--- src/rtl/csr_test_sequencer.sv ---
// Avalon-MM initiator that runs one memory-checker test over its CSR slave.
// It writes the parameter words and the start bit, then polls the finish flag.
// When the test finishes it reads back the result words and pulses done_o.
// Ports:
//   clk_sys_i, rst_sys_i       : clock, synchronous active-low reset
//   run_i, param_i             : run request and parameter words (word k at [32k+:32])
//   busy_o, done_o, error_o    : status; error_o flags a read timeout and is sticky
//   poll_cnt_o, result_o       : finish polls issued this run, captured result words
//   read_o .. readdata_i       : Avalon-MM master port (slave has no waitrequest)
module csr_test_sequencer #(
  parameter int PARAM_CNT   = 3,
  parameter int PARAM_BASE  = 1,
  parameter int START_ADDR  = 0,
  parameter int FINISH_ADDR = 4,
  parameter int RESULT_BASE = 5,
  parameter int RESULT_CNT  = 3,
  parameter int POLL_GAP    = 4,
  parameter int RD_TIMEOUT  = 16
) (
  input  logic                    clk_sys_i,
  input  logic                    rst_sys_i,
  input  logic                    run_i,
  input  logic [PARAM_CNT*32-1:0] param_i,
  output logic                    busy_o,
  output logic                    done_o,
  output logic                    error_o,
  output logic [15:0]             poll_cnt_o,
  output logic [RESULT_CNT*32-1:0] result_o,
  output logic                    read_o,
  output logic                    write_o,
  output logic [3:0]              address_o,
  output logic [31:0]             writedata_o,
  input  logic                    readdatavalid_i,
  input  logic [31:0]             readdata_i
);

  typedef enum logic [3:0] {
    S_IDLE,
    S_WR_PARAM,
    S_WR_START,
    S_POLL_RD,
    S_POLL_WAIT,
    S_GAP,
    S_RES_RD,
    S_RES_WAIT,
    S_DONE
  } state_t;

  localparam logic [3:0]  PB       = 4'(PARAM_BASE);
  localparam logic [3:0]  SA       = 4'(START_ADDR);
  localparam logic [3:0]  FA       = 4'(FINISH_ADDR);
  localparam logic [3:0]  RB       = 4'(RESULT_BASE);
  localparam logic [7:0]  P_LAST   = 8'(PARAM_CNT - 1);
  localparam logic [7:0]  R_LAST   = 8'(RESULT_CNT - 1);
  localparam logic [15:0] GAP_LAST = 16'(POLL_GAP - 1);
  localparam logic [15:0] TMO_LAST = 16'(RD_TIMEOUT - 1);

  state_t                  state;
  logic [PARAM_CNT*32-1:0] prm_q;
  logic [7:0]              idx;
  logic [7:0]              idx_n;
  // Gap length in S_GAP, read age in the wait states.
  logic [15:0]             cnt;

  assign idx_n = idx + 8'd1;

  always_ff @(posedge clk_sys_i) begin
    if (!rst_sys_i) begin
      state       <= S_IDLE;
      prm_q       <= '0;
      idx         <= '0;
      cnt         <= '0;
      busy_o      <= 1'b0;
      done_o      <= 1'b0;
      error_o     <= 1'b0;
      poll_cnt_o  <= '0;
      result_o    <= '0;
      read_o      <= 1'b0;
      write_o     <= 1'b0;
      address_o   <= '0;
      writedata_o <= '0;
    end else begin
      // Bus strobes last one cycle; address/data idle at zero.
      read_o      <= 1'b0;
      write_o     <= 1'b0;
      address_o   <= '0;
      writedata_o <= '0;
      done_o      <= 1'b0;
      unique case (state)
        S_IDLE: begin
          if (run_i) begin
            state       <= S_WR_PARAM;
            prm_q       <= param_i;
            idx         <= '0;
            busy_o      <= 1'b1;
            error_o     <= 1'b0;
            poll_cnt_o  <= '0;
            result_o    <= '0;
            write_o     <= 1'b1;
            address_o   <= PB;
            writedata_o <= param_i[31:0];
          end
        end
        S_WR_PARAM: begin
          write_o <= 1'b1;
          if (idx == P_LAST) begin
            state       <= S_WR_START;
            address_o   <= SA;
            writedata_o <= 32'h1;
          end else begin
            idx         <= idx_n;
            address_o   <= PB + idx_n[3:0];
            writedata_o <= prm_q[32*idx_n +: 32];
          end
        end
        S_WR_START: begin
          state     <= S_POLL_RD;
          read_o    <= 1'b1;
          address_o <= FA;
        end
        S_POLL_RD: begin
          state <= S_POLL_WAIT;
          cnt   <= 16'd1;
          if (poll_cnt_o != 16'hFFFF)
            poll_cnt_o <= poll_cnt_o + 16'd1;
        end
        S_POLL_WAIT: begin
          if (readdatavalid_i) begin
            if (readdata_i[0]) begin
              state     <= S_RES_RD;
              idx       <= '0;
              read_o    <= 1'b1;
              address_o <= RB;
            end else begin
              state <= S_GAP;
              cnt   <= '0;
            end
          end else if (cnt == TMO_LAST) begin
            state   <= S_DONE;
            error_o <= 1'b1;
            done_o  <= 1'b1;
            busy_o  <= 1'b0;
          end else begin
            cnt <= cnt + 16'd1;
          end
        end
        S_GAP: begin
          if (cnt == GAP_LAST) begin
            state     <= S_POLL_RD;
            read_o    <= 1'b1;
            address_o <= FA;
          end else begin
            cnt <= cnt + 16'd1;
          end
        end
        S_RES_RD: begin
          state <= S_RES_WAIT;
          cnt   <= 16'd1;
        end
        S_RES_WAIT: begin
          if (readdatavalid_i) begin
            result_o[32*idx +: 32] <= readdata_i;
            if (idx == R_LAST) begin
              state  <= S_DONE;
              done_o <= 1'b1;
              busy_o <= 1'b0;
            end else begin
              state     <= S_RES_RD;
              idx       <= idx_n;
              read_o    <= 1'b1;
              address_o <= RB + idx_n[3:0];
            end
          end else if (cnt == TMO_LAST) begin
            state   <= S_DONE;
            error_o <= 1'b1;
            done_o  <= 1'b1;
            busy_o  <= 1'b0;
          end else begin
            cnt <= cnt + 16'd1;
          end
        end
        S_DONE: begin
          state <= S_IDLE;
        end
        default: begin
          state <= S_IDLE;
        end
      endcase
    end
  end

endmodule

--- config.mk ---
export PLATFORM = sky130hd
export DESIGN_NAME = csr_test_sequencer
export DESIGN_NICKNAME = d
export VERILOG_FILES = /design/src/rtl/csr_test_sequencer.sv
export SDC_FILE = /design/constraint.sdc
export NUM_CORES = 1
export LEC_CHECK = 0
export ABC_AREA = 1
export CAP_MARGIN = 10
export CELL_PAD_IN_SITES_DETAIL_PLACEMENT = 1
export CELL_PAD_IN_SITES_GLOBAL_PLACEMENT = 2
export CORE_MARGIN = 1
export CORE_UTILIZATION = 30
export CTS_BUF_LIST = sky130_fd_sc_hd__clkbuf_2
export CTS_CLUSTER_SIZE = 30
export DETAILED_ROUTE_END_ITERATION = 8
export PLACE_DENSITY_LB_ADDON = 0.1
export SYNTH_ARGS = -nofsm -noshare
export SYNTH_HDL_FRONTEND = slang
export SYNTH_SLANG_ARGS = --single-unit
--- constraint.sdc ---
create_clock -name clk_sys_i -period 4.4 [get_ports clk_sys_i]
set_clock_uncertainty 0.15 [all_clocks]
set_input_delay 0.88 -clock clk_sys_i [delete_from_list [all_inputs] [get_ports clk_sys_i]]
set_output_delay 0.88 -clock clk_sys_i [all_outputs]
set_load 0.01 [all_outputs]
; ---- After elaboration in Yosys (flattened, before gate mapping)
; Cells that the tools add are included.
[word_totals]
register_bits = 277
out_inout_bits = 153
[classes]
addsub = 6
n_eq_ne = 25
shift = 3
n_mux = 62
n_reduce_logical = 17
[ops]
columns = op, n
row1 = $mux 96, 2
row2 = $pmux 96 s2, 1
row3 = $mux 16, 7
row4 = $bwmux 96, 1
row5 = $shift 32x34->96 const A, 1
row6 = $shiftx 32x34->96, 1
row7 = $shiftx 96x14->32, 1
row8 = $mux 32, 2
row9 = $pmux 16 s4, 1
row10 = $pmux 32 s2, 1
row11 = $mux 4, 10
row12 = $mux 8, 5
row13 = $neg 13->34, 1
row14 = $add 16x1->16 const B, 2
row15 = $pmux 16 s2, 1
row16 = $pmux 4 s8, 1
row17 = $pmux 8 s4, 1
row18 = $pmux 4 s6, 1
row19 = $ne 2x2->1 const B, 11
row20 = $mux 1, 19
row21 = $eq 16x2->1 const B, 1
row22 = $eq 16x4->1 const B, 1
row23 = $eq 4x3->1 const B, 4
row24 = $ne 16x16->1 const B, 1
row25 = 22 further kinds, 36

; ---- Logic depth before layout (Yosys ltp)
; Gate-level depths: netlist of run 1.
[logic_depth]
word_depth = 5
mapped_depth = 16
mapped_depth_nobuf = 16

; ---- Worst setup path before layout of run 1
; No wires, ideal clock.
[synth_timing]
path_kind = register -> register
from = register idx[0]
to = register result_o[65]
arrival_time_ns = 2.400
required_ns = 4.118
path_slack_ns = 1.718
stages_incl_launch_ff = 17
path_buffers = 3
cell_sequence = dfxtp_1 > inv_2 > clkbuf_1 > clkbuf_1 > ha_1 > nand2_1 > nor2_1 > inv_1 > nor2_1 > nor2_1 > nor2_2 > nand4_1 > nand2_1 > nand2_1 > buf_4 > nand2_1 > a21oi_1
[synth_between]
elab_chain_len = 5
[synth_lines]
columns = element, line_no
row1 = from (decl), 60  ; logic [7:0] idx;
row2 = from (signal assigned), 111  ; idx <= idx_n;
row3 = from (signal assigned), 169  ; idx <= idx_n;
row4 = $neg 13->34 *, 162  ; result_o[32*idx +: 32] <= readdata_i;
row5 = $shiftx 32x34->96 or $shift 32x34->96 (tied branches), 162
row6 = $bwmux 96 *, 162
row7 = $mux 96 *, 161  ; if (readdatavalid_i) begin
row8 = $pmux 96 s2 *, 89  ; unique case (state)
row9 = "to (signal, indexed assignment)", 162
row10 = to (decl), 28  ; output logic [RESULT_CNT*32-1:0] result_o,
; Every way passes the cells marked *; elsewhere a longest branch is shown, timed or not. The select of a mux whose other input is x is not followed.
; A chain may end at the register's enable or synchronous reset.

; ---- Worst setup path after layout of run 1
[layout_timing]
from = register idx[0]
to = register result_o[47]
; The elaborated chain is that of the path after synthesis.

==> results.py, run 1 <==
metrics = {
    "status": {
        "outcome": "finished, final reports clean",
    },
    "setup_path": {
        "critPathMaxStageDelay_ps": 430,
        "critPathCaptureType": "flip-flop",
        "worst_ep_required_time_ps": 4990,
        "worst_ep_arrival_time_ps": 3800,
        "cp-start-kind": "flip-flop",
        "cp_top_family": "simple AND/OR/NAND/NOR gates",
        "crit_path_frequent_cell": "nor2_1",
        "critical_path.cell_chain": "nor2_1 -> nand2_1 -> nor4_1 -> ha_1 -> nor2_1 -> nand4_1 -> nor2_1 -> nor2_1 -> nor2_2 -> nand4_2 -> nand2_1 -> nand2_2 -> nand2_1 -> a21oi_1",
        "cp_slowest_cell": "nand2_2",
        "worst-path-buf-inv": 0,
        "cp_max_fo": 33,
        "critPathKind": "reg -> reg",
    },
    "route": {
        "drc_errors": 0,
        "wire_per_inst_um": 16.9,
        "antenna_left": 0,
        "dr.pass1.iters": 4,
        "wl_mm": 42.9,
        "vias": 12300,
        "viasPerCell": 4.83,
        "drtIter0Drc": 491,
    },
    "placed_design": {
        "io_buffer_count": 284,
        "dpl.hpwl_mm": 28.4,
        "dp_slack_ps": 882,
        "place_congestion": 0.798,
    },
    "yosys": {
        "syn-cell-area_mm2": 0.0120,
        "synth_top_area_frac": 0.461,
        "synth_seq_area_share": 0.461,
        "synthAdderAreaFrac": 0.00728,
        "syn_area_per_cell_um2": 7.17,
        "ys_warn_count": 0,
        "synth_cells": 1679,
        "synthMuxAreaShare": 0,
        "yosysUniqueCellTypes": 41,
        "synthSimpleGateAreaFrac": 0.226,
        "synth_edf_count": 0,
        "async_flop_share": 0,
        "synth_nets": 1818,
        "yosys.area_share.xor_xnor": 0.0124,
        "synth_top_family_by_area": "simple AND/OR/NAND/NOR gates",
        "synth.area.top_cells": "dfxtp_1 (46%), a21oi_1 (12%), nand2_1 (12%)",
        "synth_largest_area_cell": "dfxtp_1",
        "ys_seq_elements": 277,
        "synth_ff_type": "dfxtp_1",
        "synth_compound_area_frac": 0.205,
    },
    "timing": {
        "relSlewSlack": 0.290,
        "setup_viol": 0,
        "worst_slack_ps": 1190,
        "period_needed_ps": 3210,
        "finalCritPeriodShare": 0.729,
        "worst_pin_slew_ps": 1060,
        "hold_viol": 0,
        "final_max_slew_viol_count": 0,
        "tns_ps": 0,
        "rsz0062_at_grt": "no",
        "fmax_mhz": 312,
    },
    "clock_network": {
        "cts_setup_buffers": 0,
        "clock_path_buffers": 3,
        "root_buffer": "clkbuf_2",
        "h-tree-depth": 3,
        "numCtsBuffers": 81,
        "path_clk_slew_ps": 120,
        "cts_tree": "built",
        "clkSinkCount": 277,
        "hold_buffers": 0,
        "insertion_delay_ps": 960,
        "post_cts_resized": 0,
    },
    "power_and_ir_drop": {
        "combPwrFrac": 0.369,
        "switching_power_uw": 3300,
        "p_clk_frac": 0.241,
        "power.leakage_uw": 0.00581,
        "power.internal_uw": 4510,
        "powerDensity_mw_per_mm2": 492,
        "irDropWorstVdd_v": 0.000212,
        "pwr-share-seq": 0.390,
        "sw_frac_of_total": 0.423,
    },
    "grt": {
        "grt_pass1_wl_mm": 68.4,
        "grtUsageTotal": 0.209,
        "grt_overflow": 0,
        "antenna_found_initial": 1,
        "grt_pass1_vias": 12700,
        "grt_max_degree": 94,
    },
    "final_layout": {
        "syn_to_final_growth_pct": 31.9,
        "drive_above_1_share": 0.0911,
        "layout_common_cells": "nand2_1 (370), a21oi_1 (295), clkdlybuf4s50_1 (283)",
        "final_common_cell": "nand2_1",
        "layout.nets": 2097,
    },
    "hold_path": {
        "min_path_type": "reg -> reg",
    },
    "floorplan": {
        "die_h_um": 202,
        "start_util": 0.308,
        "rows": 72,
        "fp.coreArea_mm2": 0.0391,
        "io_pins": 285,
        "dieArea_mm2": 0.0409,
        "die_w_um": 202,
    },
    "flow_run": {
        "cap_violations": 0,
    },
}
worst register-to-register path, delay by kind of cell, from the launching register on:
kind | cells | cell delay (ps)
flops | 1 | 410
fa+ha+maj | 1 | 300
simple gates | 12 | 2050
compound gates | 1 | 80
state kept, by name, summed over array words and instances (netlist names):
signal and flops:
result_o 96, busy_o 1, state 4, write_o 1, done_o 1, prm_q 96
writedata_o 32, read_o 1, cnt 16, poll_cnt_o 16, error_o 1, address_o 4
idx 8
final cells by class:
type / instances / area (µm²)
Antenna cell: 1 / 2.50
Sequential cell: 277 / 5550
Multi-Input combinational cell: 1145 / 5440
Inverter: 155 / 587
Tap cell: 518 / 648
Clock inverter: 23 / 92.6
Clock buffer: 121 / 606
Fill cell: 4917 / 23200
Timing Repair Buffer: 298 / 2940
cell families after synthesis:
| logic type | after synthesis |
|---|---|
| adders and majority gates | 7 |
| xor gates and xnor gates | 17 |
| AOI/OAI and AO/OA | 483 |
| buffers and inverters | 257 |
| DFF | 277 |
| and+or+nand+nor | 638 |
final timing paths:
check	slack, ps	endpoint	cells past startpoint	startpoint
worst max-delay path	1190	result_o[47]$_SDFFE_PN0P_	14	idx[0]$_SDFFE_PN0P_
worst min-delay path	300	prm_q[74]$_SDFFE_PN0P_	2	prm_q[74]$_SDFFE_PN0P_
worst min register to register	300	prm_q[74]$_SDFFE_PN0P_	2	prm_q[74]$_SDFFE_PN0P_
worst max register to register	1190	result_o[47]$_SDFFE_PN0P_	14	idx[0]$_SDFFE_PN0P_
power groups by stage:
stage / combinational (µW) / sequential, µW / clock (µW)
after floorplan: 1910 / 3100 / 0
after global placement: 2880 / 3100 / 0
after detailed placement: 2940 / 3110 / 0
after CTS: 2950 / 3050 / 1970
after global routing: 3280 / 3090 / 2100
final: 2880 / 3050 / 1880
Yosys cell counts (5+ instances only):
master and instances:
inv_1 134, buf_1 5, o21ai_0 163, a31oi_1 5
nand3_1 88, inv_2 18, buf_2 23, clkbuf_1 60
nor2_1 108, o21ai_1 7, a21oi_1 295, ha_1 7
dfxtp_1 277, buf_4 11, nand2_2 5, nand4_1 27
xor2_1 14, nor3_1 15, nand2_1 371
routing by layer:
| metal | global-route usage | wire [µm] | part of all wire |
|---|---|---|---|
| met1 | 0.276 | 20400 | 0.48 |
| met4 | 0.0709 | 1050 | 0.024 |
| met3 | 0.0468 | 1850 | 0.043 |
| met5 | 0 | 0 | 0 |
| met2 | 0.334 | 19600 | 0.46 |
per-stage QoR:
step | instances | utilization | hold WS (ps) | power, µW | cell area (µm²)
floorplan | 1679 | - | 275 | 5000 | 12000
global placement | 2393 | 0.388 | 285 | 5980 | 15200
detailed placement | 2393 | 0.388 | 292 | 6040 | 15200
CTS | 2537 | 0.406 | 230 | 7970 | 15900
global route | 2538 | 0.406 | 279 | 8470 | 15900
finish | 2538 | 0.406 | 302 | 7810 | 15900
No activity file was read; power rests on OpenSTA's default activity.
==> inputs of run 2 (changes only) <==
- CORE_UTILIZATION: 30 -> 25
- clock period: 4.4 -> 2.55 ns (I/O delays scaled with it)
==> run 2 against run 1 <==
Critical path depth increased by 2; largest cell class is now multi-input combinational cells; register-to-register slack got worse by 1200 ps; non-clock buffer count increased by 197; first-iteration DRC count is 12% higher; combinational power rose by 110%.
==> results.py, run 2 (synthesized netlist as in run 1, its figures left out) <==
metrics = {
    "status": {
        "outcome": "finished, final reports clean",
    },
    "power_and_ir_drop": {
        "irDropWorstVdd_v": 0.000345,
        "powerDensity_mw_per_mm2": 823,
        "power.leakage_uw": 0.00756,
        "totalPowerFinal_uw": 15000,
    },
    "placed_design": {
        "dpl.cell_count": 2547,
        "dpl-instance-area_mm2": 0.0159,
        "place_congestion": 0.806,
        "dp_slack_ps": 35.3,
        "dpl.hpwl_mm": 30.9,
        "io_buffer_count": 284,
    },
    "grt": {
        "grt_use_met2": 0.322,
        "grt_pass1_wl_mm": 74.5,
        "grt_pass1_vias": 13700,
        "grt_max_degree": 101,
        "grt_use_met1": 0.240,
        "grt_busiest_layer": "met2",
        "met3_usage": 0.0424,
        "grtUsageTotal": 0.190,
        "antenna_found_initial": 3,
        "grt_overflow": 0,
    },
    "clock_network": {
        "clock_path_buffers": 3,
        "clkSinkCount": 277,
        "path_clk_slew_ps": 100,
        "numCtsBuffers": 84,
        "h-tree-depth": 3,
        "insertion_delay_ps": 1070,
        "root_buffer": "clkbuf_2",
        "cts_tree": "built",
    },
    "final_layout": {
        "stdcell_area_mm2": 0.0182,
        "top_regs": "prm_q: 96 flops, result_o: 96 flops, writedata_o: 32 flops",
        "stdcell_count": 2829,
        "final_common_cell": "nand2_1",
        "syn_to_final_growth_pct": 51.3,
        "regArea_mm2": 0.00557,
        "multi_input_area_mm2": 0.00558,
        "drive_above_1_share": 0.137,
        "nFillCells": 5907,
        "layout.nets": 2297,
        "layout_common_cells": "nand2_1 (342), a21oi_1 (294), dfxtp_1 (260)",
    },
    "route": {
        "dr.pass1.iters": 6,
        "antenna_left": 0,
        "viasPerCell": 4.63,
        "drtIter0Drc": 550,
        "wl_mm": 47.5,
        "wire_per_inst_um": 16.8,
        "drc_errors": 0,
        "vias": 13100,
    },
    "timing": {
        "hold_viol": 0,
        "worst_slack_ps": 36.7,
        "rsz0062_at_grt": "yes",
        "setup_viol": 0,
        "relSlewSlack": 0.527,
        "period_needed_ps": 2510,
        "finalCritPeriodShare": 0.986,
        "fmax_mhz": 398,
        "worst_pin_slew_ps": 709,
        "final_max_slew_viol_count": 0,
    },
    "setup_path": {
        "critPathMaxStageDelay_ps": 350,
        "cp_slowest_cell": "dfxtp_2",
        "cp-start-kind": "flip-flop",
        "crit_path_frequent_cell": "nor2_1",
        "worst_ep_required_time_ps": 3330,
        "crit-reg2reg-launch": "idx[1]$_SDFFE_PN0P_",
        "cp_max_fo": 5,
        "critPathKind": "reg -> reg",
        "critPathCaptureType": "flip-flop",
        "critical_path.cell_chain": "nor2_4 -> nand2_2 -> nor4_4 -> ha_1 -> nor2_1 -> nand4_1 -> nor2_1 -> nor2_1 -> nor2_2 -> buf_4 -> nand3_4 -> inv_4 -> buf_12 -> clkbuf_16 -> nand4_1 -> a21oi_1",
        "worst_ep_arrival_time_ps": 3290,
        "crit_start": "idx[1]$_SDFFE_PN0P_",
    },
    "floorplan": {
        "die_h_um": 221,
        "die_w_um": 221,
        "dieArea_mm2": 0.0490,
        "io_pins": 285,
        "start_util": 0.253,
        "rows": 80,
        "fp.coreArea_mm2": 0.0476,
    },
    "flow_run": {
        "cap_violations": 0,
    },
    "hold_path": {
        "min_from": "readdata_i[0]",
        "min_path_type": "in -> reg",
    },
}
==> run 2: changes by cell type in the layout (fill, tap and decap cells not counted), sizes merged, moves of 4 or more <==
| cell | change |
|---|---|
| dlygate4sd3 | +129 |
| dlygate4sd2 | +149 |
| clkdlybuf4s15 | +4 |
| bufinv | +4 |
| clkdlybuf4s50 | -153 |
| buf | +62 |
==> run 2: stage by stage <==
stage	setup TNS, ps	util	hold slack, ps
5_1_grt	-11120	0.382	178
2_1_floorplan	0	-	275
6_report	0	0.382	273
4_1_cts	-3.86	0.374	102
3_5_place_dp	0	0.333	292
3_3_place_gp	0	0.333	286
==> run 2: repair_timing <==
action,CTS,global route
buffers inserted,0,3
hold buffers,129,0
setup endpoints to repair,182,105
pin swaps,3,11
endpoints found under the hold margin,273,0
gates resized for setup,178,59
cloned,0,8
==> run 2: worst max-delay path, delay by kind of cell (launching register included) <==
kind,cells,cell delay [ps]
AOI/OAI and AO/OA,1,130
and+or+nand+nor,10,1000
DFF,1,350
adders and majority gates,1,280
buffers and inverters,4,480
==> run 2: worst paths after layout <==
path,end,slack (ps),cells past startpoint
max reg2reg,result_o[8]$_SDFFE_PN0P_,40,16
min,read_o$_SDFF_PN0_,270,5
max,result_o[8]$_SDFFE_PN0P_,40,16
min reg2reg,prm_q[85]$_SDFFE_PN0P_,300,2
==> run 2: report_power, final <==
part           switching (µW)  total [µW]  internal (µW)  leakage (µW)
clock network            2070        3700           1620      0.000579
logic                    3840        6080           2250       0.00472
registers                 253        5210           4950       0.00226
total                    6160       15000           8830       0.00756
==> run 2: cell type report <==
cell class	instances	share of cell area
diodes	4	0.000550
clock buffers	117	0.0322
clock inverters	21	0.0104
inverters	155	0.0328
multi-input cells	1145	0.306
flip-flops and latches	277	0.306
well taps	615	0.0423
repair buffers	495	0.269
==> run 2: layer usage <==
| layer | wire [µm] | up-vias |
|---|---|---|
| met4 | 859 | 0 |
| met5 | 0 | - |
| met2 | 22200 | 255 |
| li1 | - | 6544 |
| met3 | 1930 | 69 |
| met1 | 22500 | 6227 |
